[src/rtl/countdown_timer_pkg.sv]
// Shared FSM encodings for the countdown timer and anything that decodes its state.
package countdown_timer_pkg;

   localparam logic [0:0] ST_IDLE = 1'b0;
   localparam logic [0:0] ST_RUN  = 1'b1;

endpackage

[src/rtl/sat_counter.sv]
// Saturating up-counter: increments on inc and holds once it reaches all-ones.
module sat_counter #(
   parameter int CNT_WIDTH = 8
) (
   input  logic                 clk,
   input  logic                 rst,
   input  logic                 inc,
   output logic [CNT_WIDTH-1:0] cnt
);

   always_ff @(posedge clk) begin
      if (rst) begin
         cnt <= '0;
      end else if (inc && (cnt != '1)) begin
         cnt <= cnt + CNT_WIDTH'(1);
      end
   end

endmodule

[src/rtl/countdown_timer.sv]
// Loadable down-counter with one-shot or periodic reload, expire pulse and a
// saturating expiry count.
import countdown_timer_pkg::*;

module countdown_timer #(
   parameter int WIDTH     = 8,
   parameter int CNT_WIDTH = 8
) (
   input  logic                 clk,
   input  logic                 rst,
   input  logic                 load_valid,
   output logic                 load_ready,
   input  logic [WIDTH-1:0]     load_value,
   input  logic                 auto_reload,
   input  logic                 enable,
   input  logic                 abort,
   output logic [WIDTH-1:0]     q,
   output logic                 busy,
   output logic                 expire,
   output logic [CNT_WIDTH-1:0] expire_cnt
);

   logic [0:0]       state;
   logic [WIDTH-1:0] reload_reg;
   logic             arl;
   logic             accept;
   logic             hit;

   assign load_ready = (state == ST_IDLE) && !abort;
   assign accept     = load_valid && load_ready;
   assign busy       = (state == ST_RUN);

   // Terminal count: either a zero-length load or the last enabled cycle of a run.
   // Abort wins over terminal count, so it masks hit in RUN.
   always_comb begin
      hit = 1'b0;
      if (state == ST_IDLE) begin
         hit = accept && (load_value == '0);
      end else begin
         hit = !abort && enable && (q == WIDTH'(1));
      end
   end

   always_ff @(posedge clk) begin
      if (rst) begin
         state      <= ST_IDLE;
         q          <= '0;
         reload_reg <= '0;
         arl        <= 1'b0;
         expire     <= 1'b0;
      end else begin
         expire <= hit;
         case (state)
            ST_IDLE: begin
               if (accept && (load_value != '0)) begin
                  q          <= load_value;
                  reload_reg <= load_value;
                  arl        <= auto_reload;
                  state      <= ST_RUN;
               end
            end
            default: begin
               if (abort) begin
                  q     <= '0;
                  state <= ST_IDLE;
               end else if (enable) begin
                  if (q == WIDTH'(1)) begin
                     if (arl) begin
                        q <= reload_reg;
                     end else begin
                        q     <= '0;
                        state <= ST_IDLE;
                     end
                  end else begin
                     q <= q - WIDTH'(1);
                  end
               end
            end
         endcase
      end
   end

   sat_counter #(
      .CNT_WIDTH(CNT_WIDTH)
   ) u_expire_cnt (
      .clk(clk),
      .rst(rst),
      .inc(hit),
      .cnt(expire_cnt)
   );

endmodule

[config.mk]
export PLATFORM = sky130hd
export DESIGN_NAME = countdown_timer
export DESIGN_NICKNAME = d
export VERILOG_FILES = /design/src/rtl/countdown_timer_pkg.sv /design/src/rtl/sat_counter.sv /design/src/rtl/countdown_timer.sv
export SDC_FILE = /design/constraint.sdc
export NUM_CORES = 1
export LEC_CHECK = 0
export CELL_PAD_IN_SITES_DETAIL_PLACEMENT = 0
export CELL_PAD_IN_SITES_GLOBAL_PLACEMENT = 1
export CORE_UTILIZATION = 39
export CTS_CLUSTER_DIAMETER = 200
export DETAILED_ROUTE_END_ITERATION = 16
export GPL_TIMING_DRIVEN = 0
export PLACE_DENSITY_LB_ADDON = 0.12
export SLEW_MARGIN = 20
export SYNTH_ARGS = -nofsm -noshare
export SYNTH_HDL_FRONTEND = slang
export SYNTH_SLANG_ARGS = --single-unit
export TNS_END_PERCENT = 100
[constraint.sdc]
create_clock -name clk -period 3.2 [get_ports clk]
set_input_delay 0.48 -clock clk [delete_from_list [all_inputs] [get_ports clk]]
set_output_delay 0.48 -clock clk [all_outputs]
set_load 0.005 [all_outputs]
==> results.md <==
| Group | Metric | Value |
|---|---|---|
| status | Status | completed |
| detailed routing | Via/cell ratio | 5.41 |
| layout | Non-filler cells in the finished layout | 257 |
| setup path | FF-to-FF path depth | 6 |
| yosys | Most frequently used flop master after synthesis | sky130_fd_sc_hd__dfxtp_1 |
| power and ir drop | Total design power | 733 uW |
| clock tree | Number of hold buffers added after cts | 0 |
| placement | Number of I/O port buffers | 32 |
| power and ir drop | Total power density per cell area | 385 mW/mm^2 |
| sta | Setup-failing EPs final | 0 |
| power and ir drop | Power Internal | 523 uW |
| setup path | Reg-to-Reg End | u_expire_cnt.cnt[5]$_SDFFE_PP0P_ |
| yosys | Ys async rst share | 0 |
| power and ir drop | Clock Power Share | 0.270 |
| power and ir drop | Proportion of total power due to net switching | 0.286 |
| clock tree | Clk sinks | 27 |
| yosys | Sequential element share of the synthesized area | 0.366 |
| yosys | Netlist Area Pre-Place | 0.00148 mm^2 |
| power and ir drop | Reg power frac | 0.512 |
| setup path | Crit. End Element | flip-flop |
| grt | Vias in the first global route | 1254 |
| grt | GRT Util Overall | 0.197 |
| detailed routing | Total number of vias | 1391 |
| power and ir drop | Leakage power total | 0.000683 uW |
| detailed routing | Routed len/inst | 14.5 um |
| grt | Pin count of the biggest net entering global routing | 15 |
| placement | Last weighted congestion value of the routability-driven placer | 0.870 |
| yosys | Yosys synthesis warning count | 0 |
| clock tree | CTS tree | yes |
| worst hold path | Capture endpoint of the worst hold path | reload_reg[0]$_SDFFE_PP0P_ |
| grt | Initial antenna violation count | 0 |
| clock tree | Maximum clock path buffer count | 2 |
| sta | Total count of max-transition violations in the final report | 0 |
| yosys | Count of flip-flops with a built-in enable after synthesis | 0 |
| sta | Final setup slack of the worst path | 0.761 ns |
| yosys | Number of nets in the synthesized netlist | 192 |
| setup path | Element type at the critical path start | flip-flop |
| placement | Post-detailed-placement half-perimeter wirelength | 2740 um |
| layout | Fill count | 336 |
| clock tree | Count of instances resized after the clock tree is built | 0 |
| yosys | Biggest area contributors in the synthesized netlist | sky130_fd_sc_hd__dfxtp_1, sky130_fd_sc_hd__nor2_1, sky130_fd_sc_hd__mux2i_1, sky130_fd_sc_hd__nand2b_1, sky130_fd_sc_hd__a311oi_1 |
| yosys | Synth cell count leaders | sky130_fd_sc_hd__nor2_1, sky130_fd_sc_hd__dfxtp_1, sky130_fd_sc_hd__nand2b_1, sky130_fd_sc_hd__mux2i_1, sky130_fd_sc_hd__nand2_1 |
| placement | Pre-CTS worst setup slack | 0.523 ns |
| grt | First-pass GRT wire length | 6220 um |
| sta | Smallest hold slack | 0.497 ns |
| layout | Area growth syn-to-layout | 28.6% |
| layout | Total number of nets in the final design | 229 |
| sta | Share of the clock period used by the worst path | 0.762 |
| clock tree | Post-CTS setup buffers | 0 |
| clock tree | Total clock buffers created by CTS | 3 |
| setup path | Type of the setup path with the least slack | reg2reg |
| die | Area of the core region | 0.00347 mm^2 |
| sta | Worst slew slack as a fraction of its limit | 0.637 |
| setup path | Critical R2R Launch | q[0]$_SDFFE_PP0P_ |
| die | Rows | 21 |
| detailed routing | Iteration-0 DRC count of the detailed router | 127 |
| detailed routing | Remaining DRCs | 0 |
| die | Die area | 0.00404 mm^2 |
| worst hold path | Worst hold path depth | 2 |
| clock tree | Library cell used as clock root buffer | sky130_fd_sc_hd__clkbuf_8 |
| layout | Fraction of layout instances using a drive strength above 1 | 0.0569 |
| detailed routing | Number of nets still failing antenna checks after routing | 0 |
| power and ir drop | Worst ir drop on vdd | 0.000201 V |
| yosys | FF+latch count, synth | 27 |
| flow run | Maxcap violations | 0 |
| die | Die X | 63.6 um |
| setup path | Worst reg-to-reg setup slack | 0.76 ns |
| yosys | Area fraction of the dominant cell type after synthesis | 0.366 |
| sta | Max frequency | 410 MHz |
| setup path | Critical path fanouts, max | 9 |
| yosys | Count of cell types in the netlist | 38 |
| sta | Clock tree skew after final layout | 0.0103 ns |
| sta | Sum of negative setup slack | 0 ns |
| die | Starting utilization of the core area | 0.426 |
| worst hold path | Worst min-delay path category | reg2reg |
| sta | Setup repair after global routing missed its margin | false |
| yosys | Mean post-synth cell area | 8.44 um^2 |
| setup path | Signal arrival time at the worst endpoint | 2.60 ns |
| die | Top Ports | 33 |
| sta | Post-layout minimum cycle time | 2.44 ns |
| power and ir drop | Power dissipated by switching net loads | 209 uW |
| placement | Number of instances in the placed design | 253 |
| clock tree | Insertion delay to the later sink of the worst-skew pair | 0.28 ns |
| sta | Final hold violation count | 0 |
| yosys | Gate Count Post-Synth | 175 |
| layout | ANT cells | 0 |
| clock tree | Clk pin slew, worst setup/hold paths | 0.10 ns |
| power and ir drop | Logic gate share of total power | 0.218 |
| detailed routing | Pre-antenna DRT Iters | 4 |
| yosys | Synth area leader | sky130_fd_sc_hd__dfxtp_1 |
| grt | Total global routing overflow | 0 |
| setup path | Required time of the critical path | 3.37 ns |
| die | Die Y | 63.6 um |
| worst hold path | Hold_sp | reload_reg[0]$_SDFFE_PP0P_ |
| sta | Slew at the pin closest to its max-slew limit | 0.543 ns |
| yosys | Library cell with the highest instance count after synthesis | sky130_fd_sc_hd__nor2_1 |
| clock tree | Clock H-tree levels | 1 |
| detailed routing | Wirelength, routed | 3720 um |
[critical path, cell delays in order, from the launching register on]
cell and delay, ns:
sky130_fd_sc_hd__dfxtp_1 0.51, sky130_fd_sc_hd__ha_1 0.24, sky130_fd_sc_hd__nor3b_1 0.48, sky130_fd_sc_hd__nand4_4 0.21, sky130_fd_sc_hd__a211oi_4 0.36, sky130_fd_sc_hd__and3_1 0.21
sky130_fd_sc_hd__mux2_1 0.31
[power groups by stage]
stage	Sequential, uW	Clock [uW]	Combinational, uW
after floorplan	379	0	94.7
after global placement	381	0	157
after detailed placement	383	0	159
after CTS	375	199	160
after global routing	379	217	176
final	375	198	160
[routing by layer]
metal	up-vias	global-route usage	wire (um)
met3	5	0.0254	165
met2	38	0.301	1560
met1	651	0.286	1950
met4	0	0.0597	44
met5	-	0	0
li1	697	-	-
[logic make-up after synthesis]
logic type | count (synthesis) | share of synthesized area
simple gates | 81 | 0.298
flops | 27 | 0.366
fa+ha+maj | 3 | 0.0254
mux | 10 | 0.0686
buf+inv | 14 | 0.0398
compound gates | 34 | 0.167
xor+xnor | 6 | 0.0356
[worst max-delay path by stage]
stage | start | end | cells after the start | slack (ns)
global route | q[0]$_SDFFE_PP0P_ | u_expire_cnt.cnt[5]$_SDFFE_PP0P_ | 6 | 0.65
detailed placement | abort | u_expire_cnt.cnt[5]$_SDFFE_PP0P_ | 6 | 0.52
global placement | load_value[0] | u_expire_cnt.cnt[5]$_SDFFE_PP0P_ | 6 | 0.53
CTS | q[0]$_SDFFE_PP0P_ | u_expire_cnt.cnt[5]$_SDFFE_PP0P_ | 6 | 0.77
floorplan | q[0]$_SDFFE_PP0P_ | u_expire_cnt.cnt[5]$_SDFFE_PP0P_ | 6 | 1.11
finish | q[0]$_SDFFE_PP0P_ | u_expire_cnt.cnt[5]$_SDFFE_PP0P_ | 6 | 0.76
[metrics by stage]
step            util  instance area, um^2
3_3_place_gp   0.535                 1860
3_5_place_dp   0.535                 1860
6_report       0.548                 1900
5_1_grt        0.548                 1900
2_1_floorplan      -                 1480
4_1_cts        0.548                 1900
[placed cells by master (no fill, tap or decap), types with 2 or more instances in the layout]
cell type / instances
sky130_fd_sc_hd__a211oi_1: 3
sky130_fd_sc_hd__a21oi_1: 8
sky130_fd_sc_hd__a311oi_1: 7
sky130_fd_sc_hd__and2_1: 2
sky130_fd_sc_hd__and3_1: 6
sky130_fd_sc_hd__buf_2: 5
sky130_fd_sc_hd__clkbuf_1: 5
sky130_fd_sc_hd__clkbuf_8: 3
sky130_fd_sc_hd__clkdlybuf4s50_1: 32
sky130_fd_sc_hd__dfxtp_1: 27
sky130_fd_sc_hd__ha_1: 3
sky130_fd_sc_hd__inv_1: 4
sky130_fd_sc_hd__mux2i_1: 9
sky130_fd_sc_hd__nand2_1: 9
sky130_fd_sc_hd__nand2b_1: 10
sky130_fd_sc_hd__nand3_1: 4
sky130_fd_sc_hd__nor2_1: 32
sky130_fd_sc_hd__nor2b_1: 3
sky130_fd_sc_hd__nor3_1: 3
sky130_fd_sc_hd__nor3b_1: 3
sky130_fd_sc_hd__nor4_1: 2
sky130_fd_sc_hd__o21ai_1: 5
sky130_fd_sc_hd__o311ai_1: 2
sky130_fd_sc_hd__o41ai_1: 2
sky130_fd_sc_hd__or4_1: 2
sky130_fd_sc_hd__xnor2_1: 6
[cell type report]
type                            count  area (um^2)  share of cell area
Multi-Input combinational cell    134          878               0.462
Sequential cell                    27          541               0.284
Timing Repair Buffer               32          320               0.169
Tap cell                           46         57.6              0.0303
Clock buffer                        4         45.0              0.0237
Buffer                             10         43.8              0.0230
Inverter                            4         15.0             0.00790
No activity file was read; power rests on OpenSTA's default activity.
